--- config.mk ---
export PLATFORM = sky130hd
export DESIGN_NAME = interrupt_ack_sequencer
export DESIGN_NICKNAME = d
export VERILOG_FILES = /design/src/rtl/interrupt_ack_sequencer.sv
export SDC_FILE = /design/constraint.sdc
export NUM_CORES = 1
export LEC_CHECK = 0
export ABC_AREA = 0
export CORE_MARGIN = 2
export CORE_UTILIZATION = 49
export CTS_CLUSTER_DIAMETER = 200
export CTS_CLUSTER_SIZE = 16
export DETAILED_ROUTE_END_ITERATION = 8
export PLACE_DENSITY_LB_ADDON = 0.25
export SYNTH_ARGS = -nofsm -noshare
export SYNTH_HDL_FRONTEND = slang
export SYNTH_SLANG_ARGS = --single-unit
--- constraint.sdc ---
create_clock -name clk -period 4.71 [get_ports clk]
set_input_delay 0.7065 -clock clk [delete_from_list [all_inputs] [get_ports clk]]
set_output_delay 0.7065 -clock clk [all_outputs]
set_load 0.01 [all_outputs]
--- src/rtl/interrupt_ack_sequencer.sv ---
// interrupt_ack_sequencer
//   In-service sequencing for an 8259A-style interrupt controller (8086 mode).
//   Resolves the highest-priority pending request against the in-service
//   bits, raises int_out, and runs the two-pulse INTA handshake. It also
//   emits the one-cycle ISR set/clear vectors and owns the rotating
//   priority pointer.
//
// Ports
//   clk, reset                  clock, async active-high reset
//   interrupt_request[7:0]      masked pending requests (IRR & ~IMR)
//   in_service_register[7:0]    current ISR contents
//   inta_n                      CPU acknowledge, active-low, clk-synchronous
//   auto_eoi_mode               ICW4 AEOI
//   vector_base[4:0]            ICW2 T7-T3
//   eoi_command_valid/_command/_level   OCW2 write pulse, R/SL/EOI, L2-L0
//   int_out                     interrupt request to CPU
//   acknowledge                 one-cycle pulse, ISR |= highest_priority_interrupt
//   highest_priority_interrupt  one-hot level being acknowledged
//   end_of_interrupt            one-hot ISR clear vector (one cycle)
//   data_out, data_out_enable   vector byte and bus drive enable
//   priority_bottom             lowest-priority level
module interrupt_ack_sequencer #(
  parameter int NUM_IRQ = 8
) (
  input  logic               clk,
  input  logic               reset,
  input  logic [NUM_IRQ-1:0] interrupt_request,
  input  logic [NUM_IRQ-1:0] in_service_register,
  input  logic               inta_n,
  input  logic               auto_eoi_mode,
  input  logic [4:0]         vector_base,
  input  logic               eoi_command_valid,
  input  logic [2:0]         eoi_command,
  input  logic [2:0]         eoi_level,
  output logic               int_out,
  output logic               acknowledge,
  output logic [NUM_IRQ-1:0] highest_priority_interrupt,
  output logic [NUM_IRQ-1:0] end_of_interrupt,
  output logic [7:0]         data_out,
  output logic               data_out_enable,
  output logic [2:0]         priority_bottom
);

  typedef enum logic [2:0] {IDLE, REQ, ACK1, GAP, ACK2} state_t;

  state_t state, state_d;
  logic   inta_n_q;
  logic   inta_fall, inta_rise;

  // Latched handshake context
  logic [NUM_IRQ-1:0] lat, lat_d;
  logic [2:0]         lat_level, lat_level_d;
  logic               spurious, spurious_d;
  logic               rotate_aeoi, rotate_aeoi_d;

  // Next values of the registered outputs
  logic               int_out_d, acknowledge_d, data_out_enable_d;
  logic [NUM_IRQ-1:0] hpi_d, eoi_d, aeoi_clr, ocw_clr;
  logic [7:0]         data_out_d;
  logic [2:0]         bottom_d;

  // Priority resolution
  logic [3:0]         req_scan, isr_scan;
  logic [2:0]         req_level, isr_top_level;
  logic               res_ok;
  logic [NUM_IRQ-1:0] resolved;

  // Returns {found, rank} of the highest-priority set bit, where rank 0 is
  // level bottom+1. Iterating downward lets the lowest rank win.
  function automatic logic [3:0] scan(input logic [NUM_IRQ-1:0] vec,
                                      input logic [2:0] bottom);
    logic [3:0] r;
    logic [2:0] lvl;
    r = 4'd0;
    for (int i = NUM_IRQ - 1; i >= 0; i--) begin
      lvl = bottom + 3'(i) + 3'd1;
      if (vec[lvl]) r = {1'b1, 3'(i)};
    end
    return r;
  endfunction

  assign inta_fall = inta_n_q & ~inta_n;
  assign inta_rise = ~inta_n_q & inta_n;

  always_comb begin
    req_scan      = scan(interrupt_request, priority_bottom);
    isr_scan      = scan(in_service_register, priority_bottom);
    req_level     = priority_bottom + req_scan[2:0] + 3'd1;
    isr_top_level = priority_bottom + isr_scan[2:0] + 3'd1;
    // A request must be strictly higher than every in-service level.
    res_ok        = req_scan[3] && (!isr_scan[3] || (req_scan[2:0] < isr_scan[2:0]));
    resolved      = res_ok ? (NUM_IRQ'(1) << req_level) : '0;
  end

  // State register
  always_ff @(posedge clk or posedge reset) begin
    if (reset) begin
      state    <= IDLE;
      inta_n_q <= 1'b1;
    end else begin
      state    <= state_d;
      inta_n_q <= inta_n;
    end
  end

  // Next-state logic
  always_comb begin
    state_d = state;
    case (state)
      IDLE:    if (resolved != '0) state_d = REQ;
      REQ:     if (inta_fall)      state_d = ACK1;
      ACK1:    if (inta_rise)      state_d = GAP;
      GAP:     if (inta_fall)      state_d = ACK2;
      ACK2:    if (inta_rise)      state_d = IDLE;
      default:                     state_d = IDLE;
    endcase
  end

  // Output / datapath logic (next values of the registered outputs)
  always_comb begin
    int_out_d         = int_out;
    acknowledge_d     = 1'b0;
    hpi_d             = '0;
    lat_d             = lat;
    lat_level_d       = lat_level;
    spurious_d        = spurious;
    data_out_d        = data_out;
    data_out_enable_d = data_out_enable;
    bottom_d          = priority_bottom;
    rotate_aeoi_d     = rotate_aeoi;
    aeoi_clr          = '0;
    ocw_clr           = '0;

    case (state)
      IDLE: if (resolved != '0) int_out_d = 1'b1;
      REQ: begin
        // int_out stays up even if the request is withdrawn meanwhile.
        if (inta_fall) begin
          int_out_d = 1'b0;
          lat_d     = resolved;
          if (resolved == '0) begin
            lat_level_d = 3'd7;
            spurious_d  = 1'b1;
          end else begin
            lat_level_d   = req_level;
            spurious_d    = 1'b0;
            acknowledge_d = 1'b1;
            hpi_d         = resolved;
          end
        end
      end
      GAP: begin
        if (inta_fall) begin
          data_out_d        = {vector_base, lat_level};
          data_out_enable_d = 1'b1;
        end
      end
      ACK2: begin
        if (inta_rise) begin
          data_out_d        = '0;
          data_out_enable_d = 1'b0;
          if (auto_eoi_mode && !spurious) begin
            aeoi_clr = lat;
            if (rotate_aeoi) bottom_d = lat_level;
          end
        end
      end
      default: ;
    endcase

    // OCW2 is decoded after AEOI so its rotation overrides on conflict.
    if (eoi_command_valid) begin
      case (eoi_command)
        3'b001: if (isr_scan[3]) ocw_clr = NUM_IRQ'(1) << isr_top_level;
        3'b011: ocw_clr = NUM_IRQ'(1) << eoi_level;
        3'b101: begin
          if (isr_scan[3]) begin
            ocw_clr  = NUM_IRQ'(1) << isr_top_level;
            bottom_d = isr_top_level;
          end
        end
        3'b111: begin
          ocw_clr  = NUM_IRQ'(1) << eoi_level;
          bottom_d = eoi_level;
        end
        3'b110: bottom_d = eoi_level;
        3'b100: rotate_aeoi_d = 1'b1;
        3'b000: rotate_aeoi_d = 1'b0;
        default: ;
      endcase
    end

    eoi_d = aeoi_clr | ocw_clr;
  end

  // Output registers
  always_ff @(posedge clk or posedge reset) begin
    if (reset) begin
      int_out                    <= 1'b0;
      acknowledge                <= 1'b0;
      highest_priority_interrupt <= '0;
      end_of_interrupt           <= '0;
      data_out                   <= '0;
      data_out_enable            <= 1'b0;
      priority_bottom            <= 3'd7;
      lat                        <= '0;
      lat_level                  <= '0;
      spurious                   <= 1'b0;
      rotate_aeoi                <= 1'b0;
    end else begin
      int_out                    <= int_out_d;
      acknowledge                <= acknowledge_d;
      highest_priority_interrupt <= hpi_d;
      end_of_interrupt           <= eoi_d;
      data_out                   <= data_out_d;
      data_out_enable            <= data_out_enable_d;
      priority_bottom            <= bottom_d;
      lat                        <= lat_d;
      lat_level                  <= lat_level_d;
      spurious                   <= spurious_d;
      rotate_aeoi                <= rotate_aeoi_d;
    end
  end

endmodule

# After elaboration in Yosys (flattened, before gate mapping)
# Index checks and enable logic that the tools add are counted.
[op_classes]
add_sub_neg = 18
bitwise_logic = 5
n_shift = 3
n_reduce_logical = 20
order_cmp = 9
n_mux = 86
n_div = 0
mul = 0
n_eq_ne = 15
[ops]
columns = ["cell", "count"]
rows = [
  ["2-to-1 mux 8 bit", 11],
  ["2-to-1 mux 4 bit", 16],
  ["binary-select mux 1 bit (select 3 bit)", 16],
  ["2-to-1 mux 3 bit", 12],
  ["less-than comparator 3 x 4 -> 1 bit (second input constant)", 8],
  ["case mux 8 bit (2 select lines)", 2],
  ["adder 3 x 1 -> 3 bit (second input constant)", 10],
  ["2-to-1 mux 1 bit", 24],
  ["left shift 1 x 3 -> 8 bit (first input constant)", 3],
  ["== test 3 bit (second input constant)", 5],
  ["case mux 3 bit (5 select lines)", 1],
  ["adder 3 bit (second input constant)", 4],
  ["inequality test 2 bit (second input constant)", 5],
  ["== test 3 x 2 -> 1 bit (second input constant)", 3],
  ["logical NOT 8 bit", 1],
  ["bitwise OR 8 bit", 1],
  ["nonzero test 8 bit", 1],
  ["adder 3 x 2 -> 3 bit (second input constant)", 2],
  ["adder 3 bit", 2],
  ["== test 3 x 1 -> 1 bit (second input constant)", 2],
  ["logical NOT 3 bit", 2],
  ["case mux 1 bit (2 select lines)", 3],
  ["case mux 3 bit (2 select lines)", 1],
  ["AND reduction 3 bit", 2],
  ["other kinds (10)", 19],
]
[totals]
in_bits = 32
out_inout_bits = 30
mem_bits_rw = 0
rom_bits = 0
mem_count = 0
regBits = 47
latch_bits = 0

# Logic depth before layout (Yosys ltp)
# Gate-level depths: netlist of the first run.
[logic_depth]
depth_word = 20
ltp_mapped = 18

# Worst setup path before layout of the first run
# OpenSTA, ideal clock, no wires.
[synth_timing]
path_kind = "register to register"
from = "register priority_bottom[1]"
to = "register priority_bottom[2]"
synth_period_minus_slack_ps = 4965
path_stages_with_launch = 18
t_arrival_ps = 4857
t_required_ps = 4602
n_path_buf = 3
setup_slack_ps = -255
path_cell_list = "dfstp_2 -> buf_2 -> inv_1 -> ha_1 -> buf_6 -> buf_6 -> mux2_4 -> mux4_2 -> a221oi_2 -> o22ai_1 -> or2_2 -> ha_1 -> fa_1 -> nor2b_1 -> a22o_1 -> mux2_2 -> a221oi_1 -> o311ai_0"
[synth_between]
elab_chain_len = 17
elab_cells_between_ends = 43
classes_between = "add/sub (16); mux (27)"
[synth_lines]
columns = ["item", "line_no", "text"]
rows = [
  ["start, declared", "41", "output logic [2:0] priority_bottom"],
  ["start signal, assigned", "217", "priority_bottom <= bottom_d;"],
  ["adder 3 bit", "76", "lvl = bottom + 3'(i) + 3'd1;"],
  ["adder 3 x 1 -> 3 bit", "76", ""],
  ["binary-select mux 1 bit (select 3 bit)", "77", "if (vec[lvl]) r = {1'b1, 3'(i)};"],
  ["2-to-1 mux 1 bit (not written as such)", "77", ""],
  ["2-to-1 mux 4 bit (8 in a row)", "77", ""],
  ["adder 3 bit", "89", "isr_top_level = priority_bottom + isr_scan[2:0] + 3'd1;"],
  ["adder 3 x 1 -> 3 bit", "89", ""],
  ["2-to-1 mux 3 bit *", "177", "if (isr_scan[3]) begin"],
  ["case mux 3 bit (2 select lines) *", "173", "case (eoi_command)"],
  ["2-to-1 mux 3 bit *", "172", "if (eoi_command_valid) begin"],
  ["net bottom_d[2]", "60", "logic [2:0] bottom_d;"],
]
# Mark *: on every way through the listed nets, which the timed path passes. The rest lies on a longest branch. The select of a mux whose other input is x is not followed.
# A chain may end at the register's enable or synchronous reset.

# Worst setup path in the final report of the first run
[layout_timing]
from = "register priority_bottom[1]"
to = "register end_of_interrupt[1]"
[layout_between]
elab_chain_len = 19
elab_cells_between_ends = 45
classes_between = "add/sub (16); shift (1); mux (27); bitwise (1)"
[layout_lines]
columns = ["item", "line_no", "text"]
rows = [
  ["adder 3 bit", "76", ""],
  ["adder 3 x 1 -> 3 bit", "76", ""],
  ["binary-select mux 1 bit (select 3 bit)", "77", ""],
  ["2-to-1 mux 1 bit (not written as such)", "77", ""],
  ["2-to-1 mux 4 bit (8 in a row)", "77", ""],
  ["adder 3 bit", "89", ""],
  ["adder 3 x 1 -> 3 bit", "89", ""],
  ["left shift 1 x 3 -> 8 bit", "174, 178", ""],
  ["2-to-1 mux 8 bit *", "174, 177", ""],
  ["case mux 8 bit (2 select lines) *", "173", ""],
  ["2-to-1 mux 8 bit *", "172", ""],
  ["bitwise OR 8 bit *", "193", "eoi_d = aeoi_clr | ocw_clr;"],
  ["net eoi_d[1]", "58", "logic [NUM_IRQ-1:0] hpi_d, eoi_d, aeoi_clr, ocw_clr;"],
  ["end signal, assigned", "214", "end_of_interrupt <= eoi_d;"],
  ["end, declared", "38", "output logic [NUM_IRQ-1:0] end_of_interrupt,"],
]
# Marks and branches as above.

==> results of run 1 <==
-- cell usage after synthesis, types with 5 or more instances --
cell / number
a22oi_1: 5
nor4_1: 11
a21oi_1: 8
dfrtp_1: 43
inv_1: 9
a221o_1: 8
buf_2: 7
clkbuf_1: 9
nor3_1: 8
nor2_1: 37
o21ai_0: 16
mux4_2: 22
a21boi_0: 5
nand2_1: 45
ha_1: 7
nor2b_1: 6
mux2_2: 12
mux2i_1: 21
or2_2: 5
nand2b_1: 5
a31oi_1: 5
nand3_1: 7
-- sequential cells by signal, summed over array words and instances, names as in the netlist, 3 cells and up --
register                    cells
data_out                        8
end_of_interrupt                8
highest_priority_interrupt      8
lat                             8
lat_level                       3
priority_bottom                 3
state                           3
-- metrics by stage --
stage | TNS [ps] | std cells
3_3_place_gp | 0 | 539
5_1_grt | -48.1 | 549
6_report | 0 | 549
2_1_floorplan | 0 | 383
3_5_place_dp | -433 | 539
4_1_cts | 0 | 547
-- layout make-up --
| cell class | count | area [sq um] | share of cell area, % |
|---|---|---|---|
| Timing Repair Buffer | 77 | 761 | 16.0 |
| Clock inverter | 2 | 35.0 | 0.738 |
| Multi-Input combinational cell | 304 | 2520 | 53.1 |
| Tap cell | 102 | 128 | 2.69 |
| Sequential cell | 47 | 1180 | 24.9 |
| Inverter | 11 | 41.3 | 0.870 |
| Clock buffer | 6 | 82.6 | 1.74 |
-- worst max-delay path by stage --
| stage | cells after the start | endpoint | from | slack (ps) |
|---|---|---|---|---|
| after floorplan | 17 | priority_bottom[2]$_DFF_PP1_ | priority_bottom[0]$_DFF_PP1_ | 4 |
| after global placement | 13 | end_of_interrupt[5]$_DFF_PP0_ | in_service_register[4] | 90 |
| after detailed placement | 13 | end_of_interrupt[6]$_DFF_PP0_ | in_service_register[4] | -110 |
| after CTS | 15 | priority_bottom[2]$_DFF_PP1_ | priority_bottom[1]$_DFF_PP1_ | 4 |
| after global routing | 15 | end_of_interrupt[3]$_DFF_PP0_ | priority_bottom[1]$_DFF_PP1_ | -20 |
| final | 15 | end_of_interrupt[1]$_DFF_PP0_ | priority_bottom[1]$_DFF_PP1_ | 140 |
-- layer usage --
layer / track usage (%) / vias to the layer above / part of all wire, %
met2: 37.4 / 144 / 47
met3: 3.94 / 11 / 5.8
met5: 0 / - / 0
met4: 5.22 / 0 / 0.92
met1: 33.9 / 1679 / 46
li1: - / 1590 / -
-- repair_timing --
action / 4_1_cts / 5_1_grt
setup endpoints to repair: 4 / 18
pin swaps: 0 / 2
hold endpoints to repair: 0 / 0
gates cloned: 0 / 1
setup buffers: 0 / 1
resized for setup: 1 / 8
-- kinds of logic after synthesis --
group / count (synthesis) / synth area share, %
xor gates and xnor gates: 5 / 1.71
adders and majority gates: 9 / 3.35
DFF: 47 / 31.0
muxes: 58 / 23.3
and+or+nand+nor: 149 / 19.7
AOI/OAI and AO/OA: 83 / 16.8
buffers and inverters: 32 / 4.17
-- worst register-to-register path, cell delays in order (launching register included) --
cell      delay (ps)
dfstp_2          530
inv_1            130
ha_4             320
buf_12           150
mux2_2           370
mux4_2           510
a221oi_2         290
o22ai_2          150
or2_2            310
ha_1             200
fa_2             380
nor2b_1          180
a22o_1           200
mux2_2           280
a221oi_4         290
a221o_1          210
==> results_dict.tcl, run 1 <==
set metrics [dict create \
    outcome "completed" \
    cts_hold_buf 0 \
    finalSetupViolations 0 \
    grt_pass1_vias 3279 \
    crit_arrival_ps 4820 \
    row_count 32 \
    ys_seq_area_share_pct 31.0 \
    critical_path_required_ps 4950 \
    finalHoldViolCount 0 \
    drt_iter0_markers 270 \
    syn_area_per_cell_sq_um 9.95 \
    first_pass_iters 5 \
    finalWirelength_um 9730 \
    viasPerCell 6.24 \
    cp_common_cell "mux2_2" \
    n_fill_cell 652 \
    clock_sinks 47 \
    die_area_sq_um 8500 \
    relSlewSlack_pct 35.7 \
    cp_num_buf_inv 2 \
    final_area_sq_um 4750 \
    num_antenna_cells 0 \
    min_from "data_out[4]$_DFFE_PP0P_" \
    crit_type "flop to flop" \
    io_buffers 61 \
    cp_top_family "multiplexers" \
    clockRootBuffer "clkbuf_8" \
    synth-warning-count 0 \
    crit_slowest_cell "dfstp_2" \
    synth_cell_types 70 \
    rr_worst_depth 15 \
    grt.overflow.total 0 \
    h-tree-depth 2 \
    drv_slew 0 \
    period_share_pct 97.1 \
    r2r_slack_ps 140 \
    cts_buffers 5 \
    antenna_found_initial 0 \
    cts_tree "built" \
    final_common_cell "clkdlybuf4s50_1" \
    clock_latency_ps 300 \
    async_flop_share_pct 100 \
    yosysTopAreaCell "dfrtp_1" \
    grt_usage_pct 23.5 \
    clk_path_buf_depth 2 \
    reg2reg_to "end_of_interrupt[1]$_DFF_PP0_" \
    start_kind "flop" \
    ys_ff_latch 47 \
    layout-drive-gt1-share_pct 20.1 \
    period_needed_ps 4570 \
    syn-instance-count 383 \
    die_w_um 92.2 \
    crit_fanout 14 \
    nets 487 \
    worst_slack_ps 136 \
    cts.reportedPaths.clkPinSlew_ps 90 \
    dominantRegCellSynth "dfrtp_1" \
    place_hpwl_um 6970 \
    place_ws_ps -105 \
    min_to "data_out[4]$_DFFE_PP0P_" \
    synth_edf_count 0 \
    worst_pin_slew_ps 963 \
    grt_max_degree 48 \
    io_pins 62 \
    num_vias 3424 \
    netlist.area_leader.share_pct 28.2 \
    drc_errors 0 \
    syn-cell-area_sq_um 3810 \
    syn_nets 424 \
    place_area_sq_um 4570 \
    worstSetupEndpointType "flop" \
    routabilityCongestion 0.880 \
    drv_cap 0 \
    rsz0062_at_grt "true" \
    holdWs_ps 484 \
    synth.area.top_cells "dfrtp_1 (28%), mux4_2 (13%), mux2i_1 (5.5%)" \
    design.core.area_sq_um 7650 \
    crit_chain "inv_1 -> ha_4 -> buf_12 -> mux2_2 -> mux4_2 -> a221oi_2 -> o22ai_2 -> or2_2 -> ha_1 -> fa_2 -> nor2b_1 -> a22o_1 -> mux2_2 -> a221oi_4 -> a221o_1" \
    critPathMaxStageDelay_ps 530 \
    initial_core_util_pct 49.8 \
    area_delta_synth_final_pct 24.6 \
    final_cell_mix "clkdlybuf4s50_1 (61), nand2_1 (45), dfrtp_1 (43)" \
    skew_ps 3.54 \
    wl_per_cell_um 17.7 \
    die_h_um 92.2 \
    postRouteAntennaNets 0 \
    fin_util_pct 62.1 \
    fmax_mhz 219 \
    grt_pass1_wl_um 16100 \
    reg2reg_from "priority_bottom[1]$_DFF_PP1_" \
    worstHoldPathCells 2 \
    hold_class "flop to flop" \
]
Power of run 1 is not shown: default switching activity piles up to over one toggle a cycle in this logic, so the estimate is an artifact.
==> run 2, diff against run 1 <==
SETUP_SLACK_MARGIN = 0.2   (was unset)
==> results_dict.tcl, run 2 (same netlist as run 1, synthesis figures left out) <==
set metrics [dict create \
    period_needed_ps 4360 \
    first_pass_iters 5 \
    drv_slew 0 \
    num_vias 3371 \
    final_common_cell "clkdlybuf4s50_1" \
    die_h_um 92.2 \
    worst_pin_slew_ps 930 \
    viasPerCell 6.12 \
    finalHoldViolCount 0 \
    cts_hold_buf 0 \
    routabilityCongestion 0.903 \
    rr_worst_depth 15 \
    final_cell_mix "clkdlybuf4s50_1 (61), nand2_1 (45), dfrtp_1 (43)" \
    io_buffers 61 \
    drc_errors 0 \
    crit_type "flop to flop" \
    nets 489 \
    worstSetupEndpointType "flop" \
    holdWs_ps 488 \
    clockRootBuffer "clkbuf_8" \
    clock_sinks 47 \
    grt_pass1_vias 3169 \
    h-tree-depth 2 \
    clk_path_buf_depth 2 \
    area_delta_synth_final_pct 26.1 \
    grt_usage_pct 23.3 \
    cts.reportedPaths.clkPinSlew_ps 80 \
    start_kind "flop" \
    clock_latency_ps 300 \
    critical_path_required_ps 4940 \
    final_area_sq_um 4810 \
    place_area_sq_um 4610 \
    worstHoldPathCells 2 \
    wl_per_cell_um 17.6 \
    io_pins 62 \
    period_share_pct 92.5 \
    layout-drive-gt1-share_pct 21.2 \
    rsz0062_at_grt "true" \
    fin_util_pct 62.8 \
    skew_ps 10.5 \
    place_hpwl_um 7130 \
    grt_max_degree 48 \
    hold_class "flop to flop" \
    die_w_um 92.2 \
    cts_tree "built" \
    relSlewSlack_pct 37.9 \
    fin_setup_tns_ps 0 \
    postRouteAntennaNets 0 \
    crit_fanout 7 \
    initial_core_util_pct 49.8 \
    die_area_sq_um 8500 \
    antenna_found_initial 0 \
    row_count 32 \
    design.core.area_sq_um 7650 \
    fmax_mhz 230 \
    cts_buffers 5 \
    finalWirelength_um 9670 \
    outcome "completed" \
    num_antenna_cells 0 \
    drv_cap 0 \
    grt_pass1_wl_um 15900 \
    grt.overflow.total 0 \
    finalSetupViolations 0 \
    crit_arrival_ps 4580 \
    drt_iter0_markers 340 \
]
run 2: routing by layer:
metal	vias up	share of wire (%)	GRT usage [%]
met5	-	0	0
met4	0	0.49	4.35
met3	6	6.3	4.35
met2	104	47	35.7
met1	1668	46	34.8
li1	1593	-	-
run 2: path summary, 6_finish.rpt:
kind	start	endpoint	slack, ps
max in group asynchronous	reset	end_of_interrupt[7]$_DFF_PP0_	3200
max	priority_bottom[1]$_DFF_PP1_	end_of_interrupt[0]$_DFF_PP0_	350
max reg2reg	priority_bottom[1]$_DFF_PP1_	end_of_interrupt[0]$_DFF_PP0_	350
min in group asynchronous	reset	data_out[5]$_DFFE_PP0P_	930
min reg2reg	data_out[7]$_DFFE_PP0P_	data_out[7]$_DFFE_PP0P_	490
min	data_out[7]$_DFFE_PP0P_	data_out[7]$_DFFE_PP0P_	490
run 2: cell type report:
| class | instances | area [sq um] |
|---|---|---|
| Fill cell | 635 | 2840 |
| Clock inverter | 1 | 30.0 |
| Inverter | 11 | 41.3 |
| Sequential cell | 47 | 1180 |
| Tap cell | 102 | 128 |
| Timing Repair Buffer | 79 | 788 |
| Multi-Input combinational cell | 304 | 2560 |
| Clock buffer | 7 | 76.3 |
run 2: critical path: stages (launching register included):
cell and delay, ps:
dfstp_2 540, inv_2 70, ha_4 310, buf_12 130, mux2_2 360, mux4_2 520, a221oi_2 290, o22ai_2 140
or2_4 250, ha_4 160, fa_2 380, nor2b_4 150, a22o_1 180, mux2_2 280, a221oi_4 310, a221o_1 210
run 2: repair_timing:
action                     in CTS  in global routing
setup buffers                   0                  2
setup endpoints to repair       0                 28
resized for setup               0                  6
run 2: per-stage QoR:
stage               setup WS (ps)  instances
global placement              230        540
CTS                           227        548
detailed placement            180        540
global route                  195        551
finish                        353        551
floorplan                     205        383
Power of run 2 is left out for the same reason.
==> run 3, diff against run 2 <==
PLACE_DENSITY = 0.77   (was unset)
PLACE_DENSITY_LB_ADDON = unset   (was 0.25)
==> results_dict.tcl, run 3 (same netlist as run 1, synthesis figures left out) <==
set metrics [dict create \
    crit_type "flop to flop" \
    io_buffers 61 \
    worstSetupEndpointType "flop" \
    area_delta_synth_final_pct 26.6 \
    drt_iter0_markers 295 \
    grt_usage_pct 24.3 \
    drv_cap 0 \
    row_count 32 \
    rsz0062_at_grt "false" \
    antenna_found_initial 0 \
    grt_max_degree 48 \
    place_hpwl_um 7170 \
    n_fill_cell 603 \
    clock_sinks 47 \
    wl_per_cell_um 17.8 \
    drc_errors 0 \
    first_pass_iters 6 \
    cp_top_family "multiplexers" \
    num_vias 3496 \
    cp_num_buf_inv 2 \
    fin_setup_tns_ps 0 \
    critPathMaxStageDelay_ps 550 \
    crit_chain "inv_2 -> ha_4 -> buf_12 -> mux2_2 -> mux4_2 -> a221oi_2 -> o22ai_2 -> or2_4 -> ha_4 -> fa_2 -> nor2b_4 -> a22o_1 -> mux2_2 -> a221oi_4 -> a221o_1" \
    skew_ps 5.99 \
    final_cell_mix "clkdlybuf4s50_1 (61), nand2_1 (45), dfrtp_1 (43)" \
    num_antenna_cells 0 \
    critical_path_required_ps 4960 \
    start_kind "flop" \
    io_pins 62 \
    crit_fanout 9 \
    clockRootBuffer "clkbuf_8" \
    design.core.area_sq_um 7650 \
    cts_buffers 5 \
    period_needed_ps 4370 \
    nets 492 \
    finalHoldViolCount 0 \
    worst_pin_slew_ps 938 \
    crit_arrival_ps 4620 \
    final_common_cell "clkdlybuf4s50_1" \
    grt_pass1_wl_um 16600 \
    die_area_sq_um 8500 \
    crit_slowest_cell "dfstp_2" \
    postRouteAntennaNets 0 \
    cts_hold_buf 0 \
    initial_core_util_pct 49.8 \
    grt.overflow.total 0 \
    routabilityCongestion 0.904 \
    relSlewSlack_pct 37.4 \
    die_w_um 92.2 \
    fmax_mhz 229 \
    clk_path_buf_depth 2 \
    hold_class "flop to flop" \
    cts_tree "built" \
    period_share_pct 92.9 \
    outcome "completed" \
    cts.reportedPaths.clkPinSlew_ps 90 \
    viasPerCell 6.31 \
    grt_pass1_vias 3293 \
    clock_latency_ps 300 \
    finalWirelength_um 9870 \
    die_h_um 92.2 \
    drv_slew 0 \
    h-tree-depth 2 \
    finalSetupViolations 0 \
    layout-drive-gt1-share_pct 21.9 \
]
[run 3: layout make-up]
class                      count  area [sq um]  area share, %
clock buffer                   6          82.6           1.71
clock inverter                 2          35.0          0.726
inverter                      11          41.3          0.856
multi-input combinational    304          2550           52.9
sequential                    47          1180           24.5
tap                          102           128           2.65
timing repair buffer          82           806           16.7
[run 3: layer usage]
metal	up-vias	GRT usage (%)	part of all wire, %
li1	1600	-	-
met1	1701	34.3	42
met2	173	38.5	48
met3	22	4.11	8.2
met4	0	7.46	1.9
met5	-	0	0
[run 3: worst paths after layout]
check | start | end | slack, ps | depth (start not counted)
setup / recovery | priority_bottom[1]$_DFF_PP1_ | end_of_interrupt[3]$_DFF_PP0_ | 340 | 15
hold / removal | data_out[6]$_DFFE_PP0P_ | data_out[6]$_DFFE_PP0P_ | 480 | 2
setup reg to reg | priority_bottom[1]$_DFF_PP1_ | end_of_interrupt[3]$_DFF_PP0_ | 340 | 15
hold reg to reg | data_out[6]$_DFFE_PP0P_ | data_out[6]$_DFFE_PP0P_ | 480 | 2
max in group asynchronous | reset | highest_priority_interrupt[3]$_DFF_PP0_ | 3200 | 2
min in group asynchronous | reset | data_out[4]$_DFFE_PP0P_ | 930 | 2
[run 3: metrics by stage]
step                instances  utilization, %  hold WS [ps]  setup WS [ps]  cell area, sq um
detailed placement        538            60.1           470            106              4600
CTS                       547            62.2           490            254              4760
global placement          538            60.1           462            262              4600
floorplan                 383               -           444            205              3880
global route              554            63.1           511            178              4820
finish                    554            63.1           483            335              4820
[run 3: timing repair]
action                                  4_1_cts  5_1_grt
gates cloned                                  1        0
endpoints found under the setup margin        4       32
setup buffers                                 0        7
resized for setup                             1        5
pin swaps                                     0        4
[run 3: worst reg2reg max path: cells and delay by family, from the launching register on]
kind	cells	cell delay (ps)
AOI/OAI and AO/OA	5	1140
adders and majority gates	3	880
buffers and inverters	2	210
DFF	1	550
muxes	3	1140
and+or+nand+nor	2	400
Power of run 3 is left out for the same reason.
